### config.mk
export PLATFORM = sky130hd
export DESIGN_NAME = tx_slot2gmii_flat
export DESIGN_NICKNAME = d
export VERILOG_FILES = /design/src/rtl/ethpipe_pkg.sv /design/src/rtl/tx_slot2gmii_if.sv /design/src/rtl/crc32_d8.sv /design/src/rtl/tx_slot2gmii.sv /design/src/flat_wrapper.sv
export SDC_FILE = /design/constraint.sdc
export NUM_CORES = 1
export LEC_CHECK = 0
export ABC_CLOCK_PERIOD_IN_PS = 4900
export BUFFER_PORTS_ARGS = -buffer_cell sky130_fd_sc_hd__buf_2
export CELL_PAD_IN_SITES_DETAIL_PLACEMENT = 1
export CELL_PAD_IN_SITES_GLOBAL_PLACEMENT = 2
export CORE_MARGIN = 3
export CORE_UTILIZATION = 41
export CTS_BUF_LIST = sky130_fd_sc_hd__clkbuf_4 sky130_fd_sc_hd__clkbuf_8 sky130_fd_sc_hd__clkbuf_16
export CTS_CLUSTER_DIAMETER = 50
export DETAILED_ROUTE_END_ITERATION = 6
export HOLD_SLACK_MARGIN = 0.02
export PLACE_DENSITY = 0.84
export SYNTH_ARGS = -nofsm -noshare
export SYNTH_HDL_FRONTEND = slang
export SYNTH_SLANG_ARGS = --single-unit
### constraint.sdc
create_clock -name sys_clk -period 4.9 [get_ports sys_clk]
set_input_delay 0.49 -clock sys_clk [delete_from_list [all_inputs] [get_ports sys_clk]]
set_output_delay 0.49 -clock sys_clk [all_outputs]
set_load 0.02 [all_outputs]
### src/rtl/ethpipe_pkg.sv
// Shared ethpipe definitions: TX engine state encoding, GMII framing bytes,
// CRC-32 constants and default frame-size limits.
package ethpipe_pkg;
  typedef enum logic [2:0] {
    ST_IDLE, ST_PRE, ST_DATA, ST_PAD, ST_FCS, ST_GAP, ST_DROP, ST_DONE
  } tx_state_e;

  localparam logic [7:0]  PREAMBLE_BYTE = 8'h55;
  localparam logic [7:0]  SFD_BYTE      = 8'hD5;
  localparam logic [31:0] CRC_INIT      = 32'hFFFF_FFFF;
  localparam logic [31:0] CRC_RESIDUE   = 32'hDEBB_20E3;
  localparam logic [31:0] CRC_POLY      = 32'hEDB8_8320;  // reflected 0x04C11DB7

  localparam int MIN_LEN_DEF = 60;
  localparam int MAX_LEN_DEF = 1514;
  localparam int IFG_DEF     = 12;
endpackage

### src/rtl/tx_slot2gmii_if.sv
// Slot-RAM + GMII bundle for one ethpipe TX port.
//   slot_ready : host filled the slot (sys_clk domain level)
//   slot_done  : one-cycle pulse, slot may be released
//   ram_addr   : slot RAM word address, ram_q arrives one cycle later
//   gmii_txd / gmii_tx_en : GMII transmit pins
interface tx_slot2gmii_if;
  logic        slot_ready;
  logic        slot_done;
  logic [11:0] ram_addr;
  logic [15:0] ram_q;
  logic [7:0]  gmii_txd;
  logic        gmii_tx_en;

  modport master (input slot_ready, ram_q,
                  output slot_done, ram_addr, gmii_txd, gmii_tx_en);
  modport slave  (output slot_ready, ram_q,
                  input slot_done, ram_addr, gmii_txd, gmii_tx_en);
endinterface

### src/rtl/crc32_d8.sv
// Combinational one-byte update of the reflected IEEE 802.3 CRC-32.
//   crc_in : running CRC register
//   d      : next byte (LSB is the first bit on the wire)
//   crc_out: register after absorbing d
module crc32_d8
  import ethpipe_pkg::*;
(
  input  logic [31:0] crc_in,
  input  logic [7:0]  d,
  output logic [31:0] crc_out
);
  always_comb begin
    logic [31:0] c;
    c = crc_in ^ {24'h0, d};
    for (int i = 0; i < 8; i++)
      c = c[0] ? ((c >> 1) ^ CRC_POLY) : (c >> 1);
    crc_out = c;
  end
endmodule

### src/rtl/tx_slot2gmii.sv
// TX slot -> GMII engine. Reads a host-filled slot (word 0 = length,
// then big-endian byte pairs), sends preamble/SFD, data, zero pad to
// MIN_LEN, FCS, then holds IFG idle byte times before pulsing slot_done.
// Oversize slots are dropped without GMII activity.
//   sys_clk/sys_rst_n : 125 MHz GMII clock, async active-low reset
//   tx_enable         : gates only the start of a new frame
//   bus               : slot RAM + GMII signals (master side)
//   tx_busy           : not idle
//   tx_frames/tx_drops: sent-frame counter (wraps), drop counter (saturates)
module tx_slot2gmii
  import ethpipe_pkg::*;
#(
  parameter int IFG     = IFG_DEF,
  parameter int MIN_LEN = MIN_LEN_DEF,
  parameter int MAX_LEN = MAX_LEN_DEF
) (
  input  logic           sys_clk,
  input  logic           sys_rst_n,
  input  logic           tx_enable,
  tx_slot2gmii_if.master bus,
  output logic           tx_busy,
  output logic [31:0]    tx_frames,
  output logic [15:0]    tx_drops
);
  tx_state_e   state_q, state_d;
  logic [10:0] cnt_q, cnt_d, len_q, len_d;
  logic [15:0] wcur_q, wcur_d, wnxt_q, wnxt_d;
  logic [31:0] crc_q, crc_d, crc_next, crc_fcs;
  logic [11:0] addr_q, addr_d;
  logic [7:0]  txd_q, txd_d, byte_sel, crc_byte;
  logic        txen_q, txen_d, done_q, done_d;
  logic [31:0] frames_q, frames_d;
  logic [15:0] drops_q, drops_d;
  // Low for the first cycle after reset: ram_q does not yet reflect word 0.
  logic        prime_q;

  assign byte_sel = cnt_q[0] ? wcur_q[7:0] : wcur_q[15:8];
  assign crc_byte = (state_q == ST_DATA) ? byte_sel : 8'h00;
  assign crc_fcs  = ~crc_q;

  crc32_d8 u_crc (.crc_in(crc_q), .d(crc_byte), .crc_out(crc_next));

  always_comb begin
    state_d  = state_q;
    cnt_d    = cnt_q;
    len_d    = len_q;
    wcur_d   = wcur_q;
    wnxt_d   = wnxt_q;
    crc_d    = crc_q;
    addr_d   = 12'd0;
    txd_d    = 8'h00;
    txen_d   = 1'b0;
    done_d   = 1'b0;
    frames_d = frames_q;
    drops_d  = drops_q;
    case (state_q)
      ST_IDLE: begin
        if (tx_enable && bus.slot_ready && prime_q) begin
          len_d = bus.ram_q[10:0];
          if (bus.ram_q[10:0] > 11'(MAX_LEN)) begin
            state_d = ST_DROP;
          end else begin
            state_d = ST_PRE;
            txd_d   = PREAMBLE_BYTE;
            txen_d  = 1'b1;
            cnt_d   = 11'd1;
            addr_d  = 12'd1;
            crc_d   = CRC_INIT;
          end
        end
      end
      ST_PRE: begin
        // Prefetch: addresses 1,2,3 issued on the first preamble cycles;
        // words 1 and 2 land in the two buffers, word 3 is on ram_q at
        // the first odd data byte.
        txen_d = 1'b1;
        addr_d = (cnt_q < 11'd3) ? addr_q + 12'd1 : addr_q;
        if (cnt_q == 11'd2) wcur_d = bus.ram_q;
        if (cnt_q == 11'd3) wnxt_d = bus.ram_q;
        if (cnt_q == 11'd7) begin
          txd_d   = SFD_BYTE;
          cnt_d   = 11'd0;
          state_d = (len_q == 11'd0) ? ST_PAD : ST_DATA;
        end else begin
          txd_d = PREAMBLE_BYTE;
          cnt_d = cnt_q + 11'd1;
        end
      end
      ST_DATA: begin
        txen_d = 1'b1;
        txd_d  = byte_sel;
        crc_d  = crc_next;
        cnt_d  = cnt_q + 11'd1;
        addr_d = addr_q;
        // Low byte done: rotate buffers and pull the next word every 2 cycles.
        if (cnt_q[0]) begin
          wcur_d = wnxt_q;
          wnxt_d = bus.ram_q;
          addr_d = addr_q + 12'd1;
        end
        if (cnt_q == len_q - 11'd1) begin
          if (len_q < 11'(MIN_LEN)) begin
            state_d = ST_PAD;          // cnt keeps counting bytes sent
          end else begin
            state_d = ST_FCS;
            cnt_d   = 11'd0;
          end
        end
      end
      ST_PAD: begin
        txen_d = 1'b1;
        crc_d  = crc_next;
        if (cnt_q == 11'(MIN_LEN - 1)) begin
          state_d = ST_FCS;
          cnt_d   = 11'd0;
        end else begin
          cnt_d = cnt_q + 11'd1;
        end
      end
      ST_FCS: begin
        txen_d = 1'b1;
        txd_d  = crc_fcs[{cnt_q[1:0], 3'b000} +: 8];
        if (cnt_q == 11'd3) begin
          state_d = ST_GAP;
          cnt_d   = 11'd0;
        end else begin
          cnt_d = cnt_q + 11'd1;
        end
      end
      ST_GAP: begin
        if (cnt_q == 11'(IFG)) begin
          state_d  = ST_DONE;
          done_d   = 1'b1;
          frames_d = frames_q + 32'd1;
        end else begin
          cnt_d = cnt_q + 11'd1;
        end
      end
      ST_DROP: begin
        state_d = ST_DONE;
        done_d  = 1'b1;
        if (drops_q != 16'hFFFF) drops_d = drops_q + 16'd1;
      end
      ST_DONE: begin
        // Wait for the host to drop the level so a stale slot is not resent.
        if (!bus.slot_ready) state_d = ST_IDLE;
      end
      default: state_d = ST_IDLE;
    endcase
  end

  always_ff @(posedge sys_clk or negedge sys_rst_n) begin
    if (!sys_rst_n) begin
      state_q  <= ST_IDLE;
      cnt_q    <= '0;
      len_q    <= '0;
      wcur_q   <= '0;
      wnxt_q   <= '0;
      crc_q    <= CRC_INIT;
      addr_q   <= '0;
      txd_q    <= '0;
      txen_q   <= 1'b0;
      done_q   <= 1'b0;
      frames_q <= '0;
      drops_q  <= '0;
      prime_q  <= 1'b0;
    end else begin
      state_q  <= state_d;
      cnt_q    <= cnt_d;
      len_q    <= len_d;
      wcur_q   <= wcur_d;
      wnxt_q   <= wnxt_d;
      crc_q    <= crc_d;
      addr_q   <= addr_d;
      txd_q    <= txd_d;
      txen_q   <= txen_d;
      done_q   <= done_d;
      frames_q <= frames_d;
      drops_q  <= drops_d;
      prime_q  <= 1'b1;
    end
  end

  assign bus.gmii_txd   = txd_q;
  assign bus.gmii_tx_en = txen_q;
  assign bus.slot_done  = done_q;
  assign bus.ram_addr   = addr_q;
  assign tx_busy        = (state_q != ST_IDLE);
  assign tx_frames      = frames_q;
  assign tx_drops       = drops_q;
endmodule

### src/flat_wrapper.sv
// flat-port wrapper written by rule: the top's interface ports become plain ports
module tx_slot2gmii_flat import ethpipe_pkg::*;
#(
  parameter int IFG     = IFG_DEF,
  parameter int MIN_LEN = MIN_LEN_DEF,
  parameter int MAX_LEN = MAX_LEN_DEF
)
  (sys_clk, sys_rst_n, tx_enable, tx_busy, tx_frames, tx_drops, bus_slot_ready, bus_ram_q, bus_slot_done, bus_ram_addr, bus_gmii_txd, bus_gmii_tx_en);
  tx_slot2gmii_if bus_i ();
  input  logic sys_clk;
  input  logic sys_rst_n;
  input  logic tx_enable;
  output logic tx_busy;
  output logic [31:0] tx_frames;
  output logic [15:0] tx_drops;
  input wire logic [$bits(bus_i.slot_ready)-1:0] bus_slot_ready;
  input wire logic [$bits(bus_i.ram_q)-1:0] bus_ram_q;
  output wire logic [$bits(bus_i.slot_done)-1:0] bus_slot_done;
  output wire logic [$bits(bus_i.ram_addr)-1:0] bus_ram_addr;
  output wire logic [$bits(bus_i.gmii_txd)-1:0] bus_gmii_txd;
  output wire logic [$bits(bus_i.gmii_tx_en)-1:0] bus_gmii_tx_en;
  assign bus_i.slot_ready = bus_slot_ready;
  assign bus_i.ram_q = bus_ram_q;
  assign bus_slot_done = bus_i.slot_done;
  assign bus_ram_addr = bus_i.ram_addr;
  assign bus_gmii_txd = bus_i.gmii_txd;
  assign bus_gmii_tx_en = bus_i.gmii_tx_en;
  tx_slot2gmii #(.IFG(IFG), .MIN_LEN(MIN_LEN), .MAX_LEN(MAX_LEN)) u_core (.sys_clk(sys_clk), .sys_rst_n(sys_rst_n), .tx_enable(tx_enable), .bus(bus_i), .tx_busy(tx_busy), .tx_frames(tx_frames), .tx_drops(tx_drops));
endmodule
==> impl_metrics.ini, run 1 <==
[die]
io_pins = 91
fp-row-count = 52
start_util_pct = 42.1
core-area_mm2 = 0.0204
die_h_um = 151
die_x_um = 151
die_area_mm2 = 0.0228

[clock_network]
cts_sinks = 160
postCtsSetupBuffers = 0
cts-resized-gates = 0
hold_buffers = 0
clk_pin_slew_ns = 0.07
ctsRootBufferMaster = clkbuf_16
cts_inserted_buffers = 17
ctsHtreeMaxLevel = 4
clockBufferDepth = 2
cts_tree = done
clk_latency_ns = 0.43

[worst_setup_path]
crit_type = reg -> reg
cp-startpoint = u_core.len_q[0]$_DFFE_PN0P_
slowest_delay_ns = 0.69
cp-start-kind = flip-flop
end_kind = flip-flop
worstPathArrival_ns = 3.97
cpMaxStageDelayCell = o21ai_1
worstRegToRegCells = 9
r2r_start = u_core.len_q[0]$_DFFE_PN0P_
critPathMaxFanout = 11
worst_ep_required_time_ns = 5.17
path_cells = inv_1 -> ha_1 -> or3b_2 -> or4b_4 -> a211oi_2 -> nor3_1 -> or3b_1 -> o21ai_1 -> o211ai_1

[yosys]
ys.flop_type = dfrtp_1
ys_seq_elements = 160
syn-cell-area_mm2 = 0.00861
synthesis.nets = 868
synth_top_area_share_pct = 37.2
ys_seq_area_share_pct = 47.0
yosysWarnings = 0
synth_area_per_cell_um2 = 10.2
yosys-top-cells-area = dfrtp_1 37%, dfstp_2 9.8%, xnor2_1 8.8%
syn_inst = 841
synthArstFlopShare_pct = 100
synth_cell_types = 64
yosysTopAreaCell = dfrtp_1
synth_edf_count = 0

[grt]
grt_start_max_net_pins = 97
met3_usage_pct = 3.38
overflow = 0
grtUsageMet2_pct = 31.9
busiest_layer = met2
grt.met1_usage_pct = 27.4
grt_usage_pct = 19.6
grt_pass1_wl_um = 35500
antenna_found_initial = 0
grt_pass1_vias = 6721

[sta]
rsz0062_at_grt = no
period_minus_slack_ns = 3.70
max_freq_ghz = 0.270
fin_tns_setup_ns = 0
fin_crit_sh_pct = 75.5
worstMarginPinSlew_ns = 1.10
maxSlewViolCount = 0
setup_viol = 0
setup_ws_ns = 1.20
hold_viol_final = 0
timing.slew.headroom_pct = 26.2
fin_skew_ns = 0.0104

[final_layout]
layout_commonest_cell = dfrtp_1
fin_nets = 945
regArea_mm2 = 0.00404
n_antenna_cell = 0
fin_area_mm2 = 0.00989
multi_input_area_mm2 = 0.00433
instances_no_fill = 1201
utilization_pct = 48.4
fillers = 2298
final_cell_mix = 128 x dfrtp_1, 89 x buf_2, 86 x xnor2_1, 71 x nand2_1, 68 x nor2_1
drive_gt1_share_pct = 23.7
area.growth.synth_to_final_pct = 14.9

[power_and_ir_drop]
ir_drop_v = 0.000377
power_leakage_nw = 4.45
power.density_mw_per_mm2 = 777

[place]
place_area_mm2 = 0.00934
dp_cells = 1169
gp_congestion = 0.795
pre_cts_slack_ns = 1.25
port_buffers = 90
dp_hpwl_um = 15200

[min_path]
hp-class = in -> async

[outcome]
status = completed

[drt]
drtIter0Drc = 237
ant_nets = 0
routedWlPerCell_um = 17.8
viasPerCell = 5.40
drt-pass1-iter-count = 4
drc = 0
wl_um = 21300
num_vias = 6483

[run]
cap_viol_max_count = 0
## synthesized netlist by cell type, drive strengths merged (3+ instances only)
master	instances
inv	10
a21o	3
o22ai	7
o21a	3
xnor3	3
ha	7
a21oi	36
mux4	8
or3b	3
nor4	5
nand4	16
buf	17
mux2	27
clkbuf	32
nand2	71
o31ai	4
nor3	29
and2	4
and3	15
nand3	22
or3	5
and4	5
nor2	68
dfstp	32
o22a	3
xor2	40
xnor2	91
nor2b	12
a31oi	4
mux2i	25
o21ai	55
dfrtp	128
o311ai	3
or4	9
nand2b	6
o211ai	9
## path summary, 6_finish.rpt
check,to,slack (ns)
setup / recovery,u_core.cnt_q[5]$_DFFE_PN0P_,1.20
hold / removal,u_core.bus.ram_addr[9]$_DFFE_PN0P_,0.15
setup reg to reg,u_core.cnt_q[5]$_DFFE_PN0P_,1.20
hold reg to reg,u_core.wcur_q[14]$_DFFE_PN0P_,0.48
max in group asynchronous,u_core.crc_q[10]$_DFFE_PN1P_,3.65
min in group sys_clk,u_core.wnxt_q[12]$_DFFE_PN0P_,0.30
## cell families (layout without fill, tap and decap cells)
family                   count (synthesis)  after routing  share of synthesized area, %
AND/OR/NAND/NOR                        277            277                          16.0
flip-flops                             160            160                          47.0
buffers and inverters                   60            150                          2.86
XOR/XNOR                               134            134                          14.5
adder cells (fa/ha/maj)                  7              7                          1.02
other                                    1              1                        0.0436
AO/OA/AOI/OAI                          142            142                          10.0
multiplexers                            60             60                          8.53
## final cells by class
cell class | count | share of cell area [%]
inverters | 11 | 0.417
multi-input cells | 621 | 43.8
repair buffers | 107 | 5.91
clock inverters | 14 | 1.24
flip-flops and latches | 160 | 40.9
well taps | 270 | 3.42
clock buffers | 18 | 4.38
## flip-flops by register name, summed over array words and instances, names as in the netlist, 3 cells and up
register             flops
u_core.bus.gmii_txd      8
u_core.bus.ram_addr     12
u_core.cnt_q            11
u_core.crc_q            32
u_core.len_q            11
u_core.state_q           3
u_core.tx_drops         16
u_core.tx_frames        32
u_core.wcur_q           16
u_core.wnxt_q           16
## critical path, delay by kind of cell (launching register included)
family,cells,cell delay [ns]
AOI/OAI and AO/OA,3,1.12
adders and majority gates,1,0.31
buffers and inverters,1,0.09
DFF,1,0.42
and+or+nand+nor,4,1.60
## power breakdown
group / leakage (nW) / internal, mW / switching, mW
Clock: 0.267 / 0.672 / 0.607
Sequential: 2.01 / 1.85 / 0.371
Combinational: 2.17 / 1.93 / 2.26
## metal layers
layer / part of all wire (%) / wire length (um) / up-vias
li1: - / - / 3101
met1: 49 / 10500 / 3249
met2: 47 / 9940 / 117
met3: 3.5 / 747 / 16
met4: 0.85 / 182 / 0
met5: 0 / 0 / -
## through the flow
stage / total power [mW] / hold WS [ns]
floorplan: 5.50 / 0.194
global placement: 6.34 / 0.460
detailed placement: 6.44 / 0.470
CTS: 7.78 / 0.191
global route: 8.29 / 0.234
finish: 7.69 / 0.154
Power figures use the tool's default switching activity.
==> inputs of run 2 (changes only) <==
--- a/config.mk
+++ b/config.mk
@@ -5,17 +5,17 @@
 export SDC_FILE = /design/constraint.sdc
 export NUM_CORES = 1
 export LEC_CHECK = 0
-export ABC_CLOCK_PERIOD_IN_PS = 4900
+export ABC_CLOCK_PERIOD_IN_PS = 3700
 export BUFFER_PORTS_ARGS = -buffer_cell sky130_fd_sc_hd__buf_2
 export CELL_PAD_IN_SITES_DETAIL_PLACEMENT = 1
 export CELL_PAD_IN_SITES_GLOBAL_PLACEMENT = 2
 export CORE_MARGIN = 3
-export CORE_UTILIZATION = 41
+export CORE_UTILIZATION = 38
 export CTS_BUF_LIST = sky130_fd_sc_hd__clkbuf_4 sky130_fd_sc_hd__clkbuf_8 sky130_fd_sc_hd__clkbuf_16
 export CTS_CLUSTER_DIAMETER = 50
 export DETAILED_ROUTE_END_ITERATION = 6
 export HOLD_SLACK_MARGIN = 0.02
-export PLACE_DENSITY = 0.84
+export PLACE_DENSITY = 0.78
 export SYNTH_ARGS = -nofsm -noshare
 export SYNTH_HDL_FRONTEND = slang
 export SYNTH_SLANG_ARGS = --single-unit
==> constraint.sdc (replaced) <==
create_clock -name sys_clk -period 3.7 [get_ports sys_clk]
set_input_delay 0.37 -clock sys_clk [delete_from_list [all_inputs] [get_ports sys_clk]]
set_output_delay 0.37 -clock sys_clk [all_outputs]
set_load 0.02 [all_outputs]
==> run 2 against run 1 <==
Non-clock buffer count is 11 higher. Die area is 7.6% higher. Worst setup slack worse by 0.86 ns. Total power is 36% higher. First-iteration DRC count is 23% higher. Final area is 1.6% higher. Routed wire length is 3.7% higher. Via count is 0.45% higher.
==> impl_metrics.ini, run 2 (synthesis gave the netlist of run 1 again) <==
[die]
fp-row-count = 54
die_area_mm2 = 0.0245
die_x_um = 157
core-area_mm2 = 0.0220
start_util_pct = 39.1
die_h_um = 157
io_pins = 91

[clock_network]
ctsHtreeMaxLevel = 4
clk_pin_slew_ns = 0.07
ctsRootBufferMaster = clkbuf_16
cts_inserted_buffers = 17
clockBufferDepth = 2
cts_sinks = 160
cts-resized-gates = 0
clk_latency_ns = 0.43
cts_tree = done
postCtsSetupBuffers = 0
hold_buffers = 0

[worst_setup_path]
crit_type = reg -> reg
worst_ep_required_time_ns = 3.99
path_cells = inv_1 -> ha_1 -> or3b_2 -> or4b_4 -> a211oi_2 -> nor3_1 -> or3b_1 -> o21ai_1 -> buf_4 -> o311ai_0
cp-start-kind = flip-flop
critPathMaxFanout = 11
critPathBufInv = 2
cp_top_family = simple AND/OR/NAND/NOR gates
cpMaxStageDelayCell = or3b_2
slowest_delay_ns = 0.52
end_kind = flip-flop
worstPathArrival_ns = 3.65

[grt]
antenna_found_initial = 0
grt_pass1_wl_um = 36800
overflow = 0
grt_start_max_net_pins = 97
grt_usage_pct = 18.8
grt_pass1_vias = 6772

[power_and_ir_drop]
p_total_mw = 10.5
power.density_mw_per_mm2 = 1040
combPwrFrac_pct = 54.3
ir_drop_v = 0.000430
p_int_mw = 6.13
power_leakage_nw = 4.54
p_sw_mw = 4.33
power_frac_clock_pct = 17.5
pwr-share-seq_pct = 28.1
netSwitchingFraction_pct = 41.4

[drt]
drtIter0Drc = 292
num_vias = 6512
routedWlPerCell_um = 18.1
viasPerCell = 5.33
wl_um = 22100
ant_nets = 0
drc = 0
drt-pass1-iter-count = 4

[sta]
maxSlewViolCount = 0
fin_tns_setup_ns = 0
finalHoldWorstSlack_ns = 0.0281
period_minus_slack_ns = 3.36
setup_viol = 0
timing.slew.headroom_pct = 39.4
rsz0062_at_grt = no
hold_viol_final = 0
fin_crit_sh_pct = 90.8
worstMarginPinSlew_ns = 0.906
max_freq_ghz = 0.298
fin_skew_ns = 0.0158

[min_path]
hp-class = in -> async

[final_layout]
fillers = 2494
area.growth.synth_to_final_pct = 16.8
fin_area_mm2 = 0.0101
fin_nets = 956
drive_gt1_share_pct = 24.6
n_antenna_cell = 0
final_cell_mix = 128 x dfrtp_1, 89 x buf_2, 86 x xnor2_1, 71 x nand2_1, 68 x nor2_1
layout_commonest_cell = dfrtp_1
utilization_pct = 45.6

[outcome]
status = completed

[place]
port_buffers = 90
gp_congestion = 0.755
dp_hpwl_um = 15600
place_area_mm2 = 0.00944

[run]
cap_viol_max_count = 0
run 2: cell count changes in the layout (fill, tap and decap cells not counted):
cell / previous run / this run
buf_4: 17 / 27
bufinv_16: 0 / 2
clkinvlp_4: 3 / 1
inv_6: 4 / 6
buf_12: 0 / 1
clkbuf_4: 1 / 0
clkbuf_8: 0 / 1
clkinv_2: 1 / 0
inv_8: 3 / 2
o311ai_0: 2 / 3
o311ai_1: 1 / 0
run 2: worst paths after layout:
kind,to,startpoint,slack [ns],cells past startpoint
min in group sys_clk,u_core.wnxt_q[15]$_DFFE_PN0P_,bus_ram_q[15],0.19,2
hold / removal,u_core.bus.ram_addr[6]$_DFFE_PN0P_,sys_rst_n,0.03,1
setup reg to reg,u_core.cnt_q[2]$_DFFE_PN0P_,u_core.len_q[0]$_DFFE_PN0P_,0.34,10
setup / recovery,u_core.cnt_q[2]$_DFFE_PN0P_,u_core.len_q[0]$_DFFE_PN0P_,0.34,10
max in group asynchronous,u_core.crc_q[1]$_DFFE_PN1P_,sys_rst_n,2.73,2
hold reg to reg,u_core.wcur_q[6]$_DFFE_PN0P_,u_core.wcur_q[6]$_DFFE_PN0P_,0.48,2
run 2: metal layers:
metal  track usage [%]  vias to the layer above  wire length (um)
li1                  -                     3118                 -
met1              27.0                     3271             11000
met2              29.7                      114             10200
met3              3.01                        9               790
met4              4.92                        0               135
met5                 0                        -                 0
run 2: cell type report:
type | count | area [um2] | area share, %
Clock buffer | 18 | 439 | 4.37
Tap cell | 280 | 350 | 3.49
Inverter | 11 | 41.3 | 0.411
Clock inverter | 14 | 169 | 1.68
Sequential cell | 160 | 4040 | 40.2
Multi-Input combinational cell | 621 | 4330 | 43.1
Timing Repair Buffer | 118 | 679 | 6.76
run 2: through the flow:
step	worst slack, ns	std cells
floorplan	0.613	841
global placement	0.479	1190
detailed placement	0.437	1190
CTS	0.336	1222
global route	0.137	1222
finish	0.340	1222
run 2: power groups by stage:
stage / Sequential, mW / Clock, mW / Combinational [mW]
after floorplan: 2.86 / 0 / 4.43
after global placement: 2.95 / 0 / 5.62
after detailed placement: 2.97 / 0 / 5.72
after CTS: 2.95 / 1.88 / 5.77
after global routing: 3.03 / 1.97 / 6.27
final: 2.94 / 1.83 / 5.68
